### src/rtl/posit_encoder.sv
// rtl/posit_encoder.sv - 3-stage posit field packer with RNE rounding and saturation
//
// Purpose:
//   Takes a normalised result (sign, scale, fraction below the hidden 1, sticky,
//   zero/NaR flags) and produces the N-bit posit word plus an inexact flag.
//   S1 splits the scale into regime/exponent and detects saturation. S2 lays the
//   regime, exponent and fraction into a wide buffer and extracts the magnitude,
//   guard and sticky bits. S3 rounds to nearest even, clamps and negates.
//   All stages advance together whenever the output register is empty or drained.
//
// Ports:
//   ap_clk      in   clock, rising edge
//   ap_rst_n    in   asynchronous active-low reset
//   in_valid    in   input fields valid
//   in_ready    out  block accepts input this cycle
//   in_sign     in   1 = negative
//   in_scale    in   signed scale of 1.frac * 2^scale
//   in_frac     in   fraction bits below the hidden 1, MSB-aligned
//   in_sticky   in   OR of discarded bits below in_frac[0]
//   in_zero     in   result is exactly zero
//   in_nar      in   result is NaR (overrides zero)
//   out_valid   out  out_posit valid
//   out_ready   in   downstream accepts out_posit
//   out_posit   out  encoded posit
//   out_inexact out  rounding or saturation changed the value
module posit_encoder #(
  parameter int N  = 32,
  parameter int ES = 2,
  parameter int FW = 28,
  parameter int SW = 8
) (
  input  logic          ap_clk,
  input  logic          ap_rst_n,
  input  logic          in_valid,
  output logic          in_ready,
  input  logic          in_sign,
  input  logic [SW-1:0] in_scale,
  input  logic [FW-1:0] in_frac,
  input  logic          in_sticky,
  input  logic          in_zero,
  input  logic          in_nar,
  output logic          out_valid,
  input  logic          out_ready,
  output logic [N-1:0]  out_posit,
  output logic          out_inexact
);

  // Buffer holds {terminator, exponent, fraction} plus enough zero padding that
  // no shift of up to N-1 regime bits can push information off the bottom.
  localparam int BW = 1 + ES + FW + N + 1;
  localparam int KW = SW - ES + 1;
  localparam logic signed [SW-1:0] MAX_SCALE = SW'((N - 2) * (2 ** ES));

  logic w_adv;
  assign w_adv    = ~out_valid | out_ready;
  assign in_ready = w_adv;

  // ---------------- S1: regime length and saturation ----------------
  logic signed [SW-1:0] w_scale;
  logic signed [KW-1:0] w_k;
  logic        [KW-1:0] w_shamt;
  logic                 w_sat_hi;
  logic                 w_sat_lo;

  assign w_scale  = $signed(in_scale);
  // Dropping the low ES bits of a two's complement scale is a floor divide.
  assign w_k      = $signed({in_scale[SW-1], in_scale[SW-1:ES]});
  // Number of leading regime fill bits before the terminating bit.
  assign w_shamt  = w_k[KW-1] ? KW'(-w_k) : KW'(w_k + KW'(1));
  assign w_sat_hi = w_scale > MAX_SCALE;
  assign w_sat_lo = w_scale < -MAX_SCALE;

  logic          r_s1_valid, r_s1_sign, r_s1_zero, r_s1_nar;
  logic          r_s1_sat_hi, r_s1_sat_lo, r_s1_fill, r_s1_sticky;
  logic [KW-1:0] r_s1_shamt;
  logic [ES-1:0] r_s1_e;
  logic [FW-1:0] r_s1_frac;

  always_ff @(posedge ap_clk or negedge ap_rst_n) begin
    if (!ap_rst_n) begin
      r_s1_valid  <= 1'b0;
      r_s1_sign   <= 1'b0;
      r_s1_zero   <= 1'b0;
      r_s1_nar    <= 1'b0;
      r_s1_sat_hi <= 1'b0;
      r_s1_sat_lo <= 1'b0;
      r_s1_fill   <= 1'b0;
      r_s1_sticky <= 1'b0;
      r_s1_shamt  <= '0;
      r_s1_e      <= '0;
      r_s1_frac   <= '0;
    end else if (w_adv) begin
      r_s1_valid  <= in_valid;
      r_s1_sign   <= in_sign;
      r_s1_zero   <= in_zero;
      r_s1_nar    <= in_nar;
      r_s1_sat_hi <= w_sat_hi;
      r_s1_sat_lo <= w_sat_lo;
      r_s1_fill   <= ~w_k[KW-1];
      r_s1_sticky <= in_sticky;
      r_s1_shamt  <= w_shamt;
      r_s1_e      <= in_scale[ES-1:0];
      r_s1_frac   <= in_frac;
    end
  end

  // ---------------- S2: lay out bits, extract guard/sticky ----------------
  // k>=0: fill with ones, terminator 0. k<0: fill with zeros, terminator 1.
  logic [BW-1:0] w_tail;
  logic [BW-1:0] w_fill_mask;
  logic [BW-1:0] w_shifted;

  assign w_tail      = {~r_s1_fill, r_s1_e, r_s1_frac, {(N + 1){1'b0}}};
  assign w_fill_mask = ~({BW{1'b1}} >> r_s1_shamt);
  assign w_shifted   = (w_tail >> r_s1_shamt) | (r_s1_fill ? w_fill_mask : '0);

  logic         r_s2_valid, r_s2_sign, r_s2_zero, r_s2_nar, r_s2_sat;
  logic         r_s2_guard, r_s2_sticky;
  logic [N-2:0] r_s2_mag;

  always_ff @(posedge ap_clk or negedge ap_rst_n) begin
    if (!ap_rst_n) begin
      r_s2_valid  <= 1'b0;
      r_s2_sign   <= 1'b0;
      r_s2_zero   <= 1'b0;
      r_s2_nar    <= 1'b0;
      r_s2_sat    <= 1'b0;
      r_s2_guard  <= 1'b0;
      r_s2_sticky <= 1'b0;
      r_s2_mag    <= '0;
    end else if (w_adv) begin
      r_s2_valid <= r_s1_valid;
      r_s2_sign  <= r_s1_sign;
      r_s2_zero  <= r_s1_zero;
      r_s2_nar   <= r_s1_nar;
      r_s2_sat   <= r_s1_sat_hi | r_s1_sat_lo;
      if (r_s1_sat_hi) begin
        r_s2_mag    <= {(N - 1){1'b1}};
        r_s2_guard  <= 1'b0;
        r_s2_sticky <= 1'b0;
      end else if (r_s1_sat_lo) begin
        r_s2_mag    <= {{(N - 2){1'b0}}, 1'b1};
        r_s2_guard  <= 1'b0;
        r_s2_sticky <= 1'b0;
      end else begin
        r_s2_mag    <= w_shifted[BW-1 -: N-1];
        r_s2_guard  <= w_shifted[BW-N];
        r_s2_sticky <= (|w_shifted[BW-N-1:0]) | r_s1_sticky;
      end
    end
  end

  // ---------------- S3: RNE, clamp, sign, specials ----------------
  logic         w_inc;
  logic [N-2:0] w_mag_r;
  logic [N-2:0] w_mag_f;
  logic [N-1:0] w_word;
  logic [N-1:0] w_posit;
  logic         w_inexact;

  // Rounding up from maxpos would wrap into NaR, so it is suppressed.
  assign w_inc   = r_s2_guard & (r_s2_sticky | r_s2_mag[0]) & ~(&r_s2_mag);
  assign w_mag_r = r_s2_mag + {{(N - 2){1'b0}}, w_inc};
  assign w_mag_f = (w_mag_r == '0) ? {{(N - 2){1'b0}}, 1'b1} : w_mag_r;
  assign w_word  = {1'b0, w_mag_f};

  always_comb begin
    w_posit   = r_s2_sign ? (~w_word + {{(N - 1){1'b0}}, 1'b1}) : w_word;
    w_inexact = r_s2_guard | r_s2_sticky | r_s2_sat;
    if (r_s2_nar) begin
      w_posit   = {1'b1, {(N - 1){1'b0}}};
      w_inexact = 1'b0;
    end else if (r_s2_zero) begin
      w_posit   = '0;
      w_inexact = 1'b0;
    end
  end

  always_ff @(posedge ap_clk or negedge ap_rst_n) begin
    if (!ap_rst_n) begin
      out_valid   <= 1'b0;
      out_posit   <= '0;
      out_inexact <= 1'b0;
    end else if (w_adv) begin
      out_valid   <= r_s2_valid;
      out_posit   <= w_posit;
      out_inexact <= w_inexact;
    end
  end

endmodule

### config.mk
export PLATFORM = sky130hd
export DESIGN_NAME = posit_encoder
export DESIGN_NICKNAME = d
export VERILOG_FILES = /design/src/rtl/posit_encoder.sv
export SDC_FILE = /design/constraint.sdc
export NUM_CORES = 1
export LEC_CHECK = 0
export BUFFER_PORTS_ARGS = -buffer_cell sky130_fd_sc_hd__buf_2
export CAP_MARGIN = 10
export CORE_ASPECT_RATIO = 1.75
export CORE_MARGIN = 3
export CORE_UTILIZATION = 35
export DETAILED_ROUTE_END_ITERATION = 12
export SETUP_SLACK_MARGIN = 0.1
export SYNTH_ARGS = -nofsm -noshare
export SYNTH_HDL_FRONTEND = slang
export SYNTH_SLANG_ARGS = --single-unit
### constraint.sdc
create_clock -name ap_clk -period 11.6 [get_ports ap_clk]
set_input_delay 0.58 -clock ap_clk [delete_from_list [all_inputs] [get_ports ap_clk]]
set_output_delay 0.58 -clock ap_clk [all_outputs]
set_load 0.005 [all_outputs]
**Word level (Yosys, flattened, before mapping)**

Cells that the tools add are included.

- Add/subtract/negate cells: 4
- Magnitude comparators: 2
- Shifts and indexed selects: 2
- Mux-type cells: 14
- Bitwise operators: 15
- Reduce and logical (&&, ||, !) cells: 3

Operators by type and width:

| cell | count |
|---|---|
| two-way mux 32 bit | 3 |
| two-way mux 31 bit | 3 |
| two-way mux 64 bit | 1 |
| NOT 64 bit | 1 |
| OR 64 bit | 1 |
| >> shifter 64 x 7 -> 64 bit | 1 |
| >> shifter 64 x 7 -> 64 bit (first input constant) | 1 |
| adder 32 x 1 -> 32 bit (second input constant) | 1 |
| NOT 31 -> 32 bit | 1 |
| OR reduction 32 bit | 1 |
| adder 31 x 1 -> 31 bit | 1 |
| logical NOT 31 bit | 1 |
| AND reduction 31 bit | 1 |
| > comparator 8 bit (second input constant) | 1 |
| < comparator 8 bit (second input constant) | 1 |
| adder 6 x 2 -> 7 bit (second input constant) | 1 |
| two-way mux 7 bit | 1 |
| negation 6 -> 7 bit | 1 |
| two-way mux 1 bit | 6 |
| OR 1 bit | 6 |
| NOT 1 bit | 4 |
| AND 1 bit | 2 |

- Bits in registers: 117
- Bits of input ports: 44
- Output and inout bits: 35
- Logic and storage cells: 62

**Longest topological paths before layout**

Gate-level depths: netlist (run 1).

- Depth in word-level cells: 11
- Depth in mapped cells: 23

**Worst setup path after synthesis (run 1)**

OpenSTA, ideal clock, no wires.

- Path type: register to register
- From: register r_s2_mag[8]
- To: register out_posit[30]
- Library setup time: 0.121 ns
- Arrival: 4.812 ns
- Slack: 6.667 ns
- Cell stages (with the launch flop): 24
- Buffers on the path: 3
- Clock period less this slack: 4.933 ns
- Path through: dfrtp_1 -> buf_2 -> nand4_1 -> or2_1 -> clkbuf_1 -> nor2_1 -> a31oi_1 -> ha_1 -> ha_1 -> nand3_4 -> or4_4 -> buf_6 -> nor3_1 -> xnor2_1 -> o2111ai_4 -> nor3_4 -> nor2_1 -> ha_1 -> o21ai_0 -> o21ba_2 -> nand4_1 -> o31ai_1 -> xor2_1 -> a22o_1

- Word-level cells in the longest chain between the ends: 11

Ends and longest elaborated chain:

| element | RTL line | source |
|---|---|---|
| start, declared | 119 | `logic [N-2:0] r_s2_mag;` |
| start signal, assigned | 138 | `r_s2_mag <= {(N - 1){1'b1}};` |
| start signal, assigned | 142 | `r_s2_mag <= {{(N - 2){1'b0}}, 1'b1};` |
| start signal, assigned | 146 | `r_s2_mag <= w_shifted[BW-1 -: N-1];` |
| AND reduction 31 bit | 162 | `assign w_inc = r_s2_guard & (r_s2_sticky \| r_s2_mag[0]) & ~(&r_s2_mag);` |
| NOT 1 bit | 162 |  |
| AND 1 bit | 162 |  |
| adder 31 x 1 -> 31 bit * | 163 | `assign w_mag_r = r_s2_mag + {{(N - 2){1'b0}}, w_inc};` |
| logical NOT 31 bit | 164 | `assign w_mag_f = (w_mag_r == '0) ? {{(N - 2){1'b0}}, 1'b1} : w_mag_r;` |
| two-way mux 31 bit * | 164 |  |
| NOT 31 -> 32 bit | 168 | `w_posit = r_s2_sign ? (~w_word + {{(N - 1){1'b0}}, 1'b1}) : w_word;` |
| adder 32 x 1 -> 32 bit | 168 |  |
| two-way mux 32 bit * | 168 |  |
| two-way mux 32 bit * | 173 | `end else if (r_s2_zero) begin` |
| two-way mux 32 bit * | 170 | `if (r_s2_nar) begin` |
| end signal, assigned | 186 | `out_posit <= w_posit;` |
| end, declared | 44 | `output logic [N-1:0] out_posit,` |

Mark *: on every way between the ends. The rest lies on a longest branch, timed or not.
A chain may end at the register's enable or synchronous reset.

**Worst setup path in the final report (run 1)**

- From: register r_s2_mag[8]
- To: register out_posit[26]

The elaborated chain is that of the path after synthesis.

==> results of run 1 <==
==> power by group through the flow <==
stage	Clock, uW	Sequential (uW)	Combinational [uW]
4_1_cts	584	761	1570
5_1_grt	601	790	1730
3_3_place_gp	0	758	1560
3_5_place_dp	0	768	1560
2_1_floorplan	0	656	1230
6_report	568	762	1570
==> cells by family (layout without fill, tap and decap cells) <==
kind of cell | count (synthesis) | count (layout) | share of synthesized area (%)
buffers and inverters | 126 | 148 | 5.02
AOI/OAI and AO/OA | 314 | 314 | 21.4
adders and majority gates | 6 | 6 | 0.740
muxes | 99 | 99 | 14.9
and+or+nand+nor | 527 | 527 | 24.7
DFF | 117 | 117 | 28.9
xor gates and xnor gates | 50 | 50 | 4.32
==> flip-flops by register name, summed over array words and instances, names as in the netlist, 2 cells and up <==
signal / count
r_s1_e: 2
r_s1_frac: 28
out_posit: 32
r_s1_shamt: 7
r_s2_mag: 31
==> area by class of cell <==
type | instances | area, sq um
flip-flops and latches | 117 | 2930
inverters | 25 | 93.8
fillers | 2954 | 16900
repair buffers | 91 | 490
well taps | 373 | 467
multi-input cells | 996 | 6720
clock inverters | 9 | 150
clock buffers | 23 | 478
==> metal layers <==
metal	global-route usage [%]	up-vias	wire, um	part of all wire (%)
li1	-	4579	-	-
met1	22.5	4495	11600	36
met2	39.7	263	18000	55
met3	3.08	95	929	2.9
met4	13.4	0	2070	6.4
met5	0	-	0	0
==> metrics by stage <==
step / cell area (sq um) / setup slack [ns]
2_1_floorplan: 10100 / 6.67
3_3_place_gp: 10700 / 6.04
3_5_place_dp: 10700 / 5.91
4_1_cts: 11300 / 5.91
5_1_grt: 11300 / 5.42
6_report: 11300 / 5.87
==> worst paths after layout <==
check / startpoint / endpoint / slack [ns] / cells after the start
max: r_s2_mag[8] / out_posit[26] / 5.87 / 20
min: ap_rst_n / r_s1_frac[24] / 0.26 / 1
max reg2reg: r_s2_mag[8] / out_posit[26] / 5.87 / 20
min reg2reg: r_s2_valid / r_s2_valid / 0.46 / 2
max in group asynchronous: ap_rst_n / out_posit[0] / 10.19 / 2
min in group ap_clk: in_frac[12] / r_s1_frac[12] / 0.33 / 3
==> layout by cell type, fill, tap and decap left out, types with 5 or more instances in the layout <==
master and n:
nor4_1 17, xnor2_1 37, nand2b_1 14, o31ai_1 10, a21oi_1 60, nor3_1 44, buf_2 77, mux2_2 18
o211ai_1 18, mux2i_1 41, a22o_1 7, inv_1 18, or3_1 5, a32o_1 6, and2_1 14, nand3_1 35
xor2_1 13, dfrtp_1 116, o21a_1 12, a22oi_1 11, or2_2 7, and3_1 5, and4_1 6, a31oi_1 21
nand4_1 17, nor2b_1 8, clkbuf_16 17, mux4_2 40, nand2_1 228, o21ai_0 79, nor2_1 100, a211oi_1 13
a21o_1 7, ha_1 6, buf_4 14
==> impl_metrics.csv, run 1 <==
group,metric,value,unit
route,viasPerCell,5.77,
critical_path,crit_buf_inv,0,
layout,nets,1298,
timing,rsz0062_at_grt,"false",
floorplanning,die_w,135,um
critical_path,worstPathCellList,"nand4_1 > or2_1 > nor2_1 > a31oi_1 > ha_1 > ha_1 > nand3_4 > or4_4 > or3_2 > and4_1 > nand4_4 > nor3_4 > nor2_1 > ha_1 > o21ai_0 > o21ba_2 > nand4_1 > o31ai_1 > xor2_1 > o21ai_0",
critical_path,end_kind,"register",
yosys,ys_seq_area_share,28.9,%
cts,cts_buffers,17,
yosys,syn-instance-count,1239,
flow_run,cap_violations,0,
timing,whs,0.260,ns
critical_path,critPathKind,"reg2reg",
timing,finalCritPeriodShare,49.4,%
yosys,ys_warn_count,0,
critical_path,cp-start-kind,"register",
cts,cts_sinks,117,
power,power.clock.fraction,19.6,%
yosys,synth_common_cells,"nand2_1 (228), dfrtp_1 (117), nor2_1 (100)",
grt,antenna_found_initial,0,
yosys,synth_ff_type,"dfrtp_1",
power,p_int,1570,uW
grt,grt-ovfl-total,0,
route,ant_nets,0,
grt,grt_pass1_wl,52700,um
critical_path,worst_ep_required_time,11.88,ns
yosys,async_flop_share,100,%
timing,setup_viol,0,
yosys,ys_types,94,
yosys,synth_top_area_cell,"dfrtp_1",
worst_hold_path,hold_path.class,"in2async",
timing,tns,0,ns
route,wire_per_inst,19.9,um
cts,post_cts_resized,0,
route,route.detailed.drc,0,
layout,syn_to_final_growth,11.7,%
placed_design,dp_hpwl,24800,um
yosys,synth_most_common_cell,"nand2_1",
timing,fmax,174,MHz
placed_design,place_inst,1602,
timing,final-max-slew-violation-count,0,
power,seq_power_share,26.3,%
yosys,synth_edf_count,0,
layout,diodes,0,
power,p_per_area,256,nW/um^2
power,peakVddDrop,0.000117,V
layout,final_core_util,40.1,%
power,p_leak,0.00460,uW
cts,htree_num_levels,4,
floorplanning,initial_core_util,35.9,%
cts,holdBufCountCts,0,
yosys,synthTopCellsByArea,"dfrtp_1 (29%), mux4_2 (8.9%), nand2_1 (8.4%)",
timing,hold_viol,0,
route,vias,9432,
placed_design,gp_congestion,0.976,
yosys,netlist.area_leader.share,28.9,%
timing,worst_slew_pin_slew,1.00,ns
power,combPwrFrac,54.1,%
yosys,syn-num-nets,1289,
route,routed_wl,32600,um
placed_design,portBuffers,78,
cts,clock_path_buffers,2,
power,switching_share,46.0,%
cts,cts.clk_slew.worst_paths,0.06,ns
cts,cts-root-buf,"clkbuf_16",
cts,post_cts_buffers,0,
route,dr.pass1.iters,5,
timing,slew_headroom,32.3,%
critical_path,cp.arrival,6.01,ns
critical_path,slowest_delay,0.62,ns
cts,cts_tree,"yes",
route,drt_iter0_markers,650,
floorplanning,die-area,31100,sq um
critical_path,cp_top_family,"simple AND/OR/NAND/NOR gates",
status,outcome,"completed",
floorplanning,chipHeight,231,um
layout,final_cells,1634,
layout,layout-drive-gt1-share,17.6,%
yosys,synth-seq-cells,117,
power,p_total,2900,uW
power,power.switching,1330,uW
yosys,synth_area,10100,sq um
grt,track_usage,21.5,%
floorplanning,core,28300,sq um
floorplanning,io_pins,79,
critical_path,slowest_stage,"or4_4",
timing,final.setup_skew,0.00872,ns
cts,clk_latency,0.44,ns
yosys,synth_area_per_cell,8.19,sq um
timing,layout_min_cycle_time,5.73,ns
floorplanning,rows,81,
grt,grt_pass1_vias,9491,
critical_path,cpMostUsedCell,"ha_1",
grt,grt_max_degree,76,
critical_path,crit_fanout,13,
(Power assumes the default switching activity.)
==> run 2, diff against run 1 <==
- clock period: 11.6 -> 5.8 ns (I/O delays scaled with it)
==> impl_metrics.csv, run 2 (synthesis gave the netlist of run 1 again) <==
group,metric,value,unit
placed_design,portBuffers,78,
route,drt_iter0_markers,537,
timing,finalCritPeriodShare,91.4,%
cts,clock_path_buffers,2,
layout,nFillCells,2901,
route,ant_nets,0,
floorplanning,initial_core_util,35.9,%
cts,holdBufCountCts,0,
grt,grt_max_degree,75,
power,peakVddDrop,0.000253,V
layout,nets,1308,
route,wire_per_inst,20.2,um
worst_hold_path,hold_path.class,"in2async",
grt,grt_pass1_wl,52900,um
cts,cts_tree,"yes",
timing,slew_headroom,21.4,%
timing,rsz0062_at_grt,"false",
power,seq_power_share,26.7,%
power,p_leak,0.00463,uW
cts,cts-root-buf,"clkbuf_16",
power,p_per_area,509,nW/um^2
placed_design,placed_area,10800,sq um
layout,final_common_cell,"nand2_1",
route,dr.pass1.iters,5,
cts,htree_num_levels,4,
layout,top_regs,"out_posit (32), r_s2_mag (31), r_s1_frac (28)",
cts,post_cts_resized,0,
route,vias,9458,
timing,tns,0,ns
power,switching_share,46.5,%
route,routed_wl,33300,um
power,combPwrFrac,54.3,%
floorplanning,die_w,135,um
critical_path,rr_endpoint,"out_posit[26]",
layout,final_area,11400,sq um
cts,post_cts_buffers,0,
timing,layout_min_cycle_time,5.30,ns
layout,largest_reg_flops,32,
critical_path,cp-start-kind,"register",
route,route.detailed.drc,0,
layout,syn_to_final_growth,12.3,%
timing,hold_viol,0,
critical_path,crit_fanout,13,
critical_path,reg2reg_depth,20,
route,viasPerCell,5.75,
critical_path,timing.rr.start,"r_s2_mag[8]",
timing,fmax,189,MHz
cts,clk_latency,0.44,ns
layout,layout-drive-gt1-share,18.6,%
floorplanning,rows,81,
status,outcome,"completed",
layout,largest_register,"out_posit",
grt,antenna_found_initial,0,
placed_design,gp_congestion,0.983,
layout,multi_input_area,6730,sq um
layout,final-seq-area,2930,sq um
floorplanning,die-area,31100,sq um
layout,diodes,0,
floorplanning,io_pins,79,
grt,track_usage,21.7,%
critical_path,rrSetupSlack,0.50,ns
floorplanning,core,28300,sq um
power,power.switching,2690,uW
grt,grt_pass1_vias,9426,
grt,grt-ovfl-total,0,
layout,final_cell_mix,"nand2_1 (228), dfrtp_1 (116), nor2_1 (100)",
timing,final.setup_skew,0.0104,ns
placed_design,dp_hpwl,25200,um
critical_path,cp.arrival,5.61,ns
floorplanning,chipHeight,231,um
flow_run,cap_violations,0,
cts,cts_sinks,117,
power,p_int,3100,uW
timing,final-max-slew-violation-count,0,
critical_path,end_kind,"register",
timing,setup_viol,0,
timing,worst_slew_pin_slew,1.16,ns
critical_path,critPathKind,"reg2reg",
cts,cts_buffers,17,
critical_path,worst_ep_required_time,6.11,ns
power,power.clock.fraction,19.0,%
cts,cts.clk_slew.worst_paths,0.06,ns
run 2: critical path, stage by stage, from the launching register on:
cell and delay [ns]:
dfrtp_1 0.48, nand4_1 0.24, or2_4 0.21, nor2_1 0.07
a31oi_1 0.18, ha_1 0.31, ha_2 0.32, nand3_4 0.14
or4_4 0.63, or3_2 0.48, and4_1 0.23, nand4_4 0.12
nor3_4 0.06, nor2_1 0.14, ha_1 0.18, o21ai_0 0.14
o21ba_2 0.31, nand4_1 0.28, o31ai_1 0.36, xor2_1 0.19
o21ai_0 0.09
run 2: cell type report:
class | count | share of cell area (%)
multi-input cells | 996 | 59.0
flip-flops and latches | 117 | 25.7
repair buffers | 101 | 4.96
well taps | 373 | 4.10
clock buffers | 20 | 4.01
clock inverters | 12 | 1.34
inverters | 25 | 0.824
run 2: routing by layer:
| metal | up-vias | track usage, % | routed length (um) |
|---|---|---|---|
| li1 | 4589 | - | - |
| met5 | - | 0 | 0 |
| met3 | 92 | 3.02 | 1070 |
| met4 | 0 | 13.0 | 1940 |
| met1 | 4494 | 22.3 | 11800 |
| met2 | 283 | 40.9 | 18500 |
run 2: worst max path at each step:
stage | startpoint | endpoint | slack [ns] | depth (start not counted)
after floorplan | r_s2_mag[8] | out_posit[30] | 0.87 | 23
after global placement | r_s2_mag[9] | out_posit[30] | 0.50 | 20
after detailed placement | r_s2_mag[9] | out_posit[30] | 0.33 | 20
after CTS | r_s2_mag[9] | out_posit[30] | 0.31 | 20
after global routing | r_s2_mag[8] | out_posit[26] | 0.11 | 20
final | r_s2_mag[8] | out_posit[26] | 0.50 | 20
run 2: per-stage QoR:
| stage | hold slack [ns] | worst slack [ns] | utilization (%) | instances | total power, uW |
|---|---|---|---|---|---|
| global placement | 0.443 | 0.496 | 38.1 | 1612 | 4640 |
| global route | 0.0374 | 0.112 | 40.3 | 1644 | 6230 |
| finish | 0.00778 | 0.497 | 40.3 | 1644 | 5790 |
| floorplan | -0.00559 | 0.867 | - | 1239 | 3770 |
| CTS | 0.0128 | 0.307 | 40.3 | 1644 | 5820 |
| detailed placement | 0.447 | 0.333 | 38.1 | 1612 | 4680 |
run 2: power groups by stage:
stage                     clock [uW]  sequential (uW)  combinational, uW
final                           1100             1550               3140
after global routing            1170             1600               3460
after CTS                       1140             1540               3140
after detailed placement           0             1560               3130
after global placement             0             1540               3110
after floorplan                    0             1310               2460
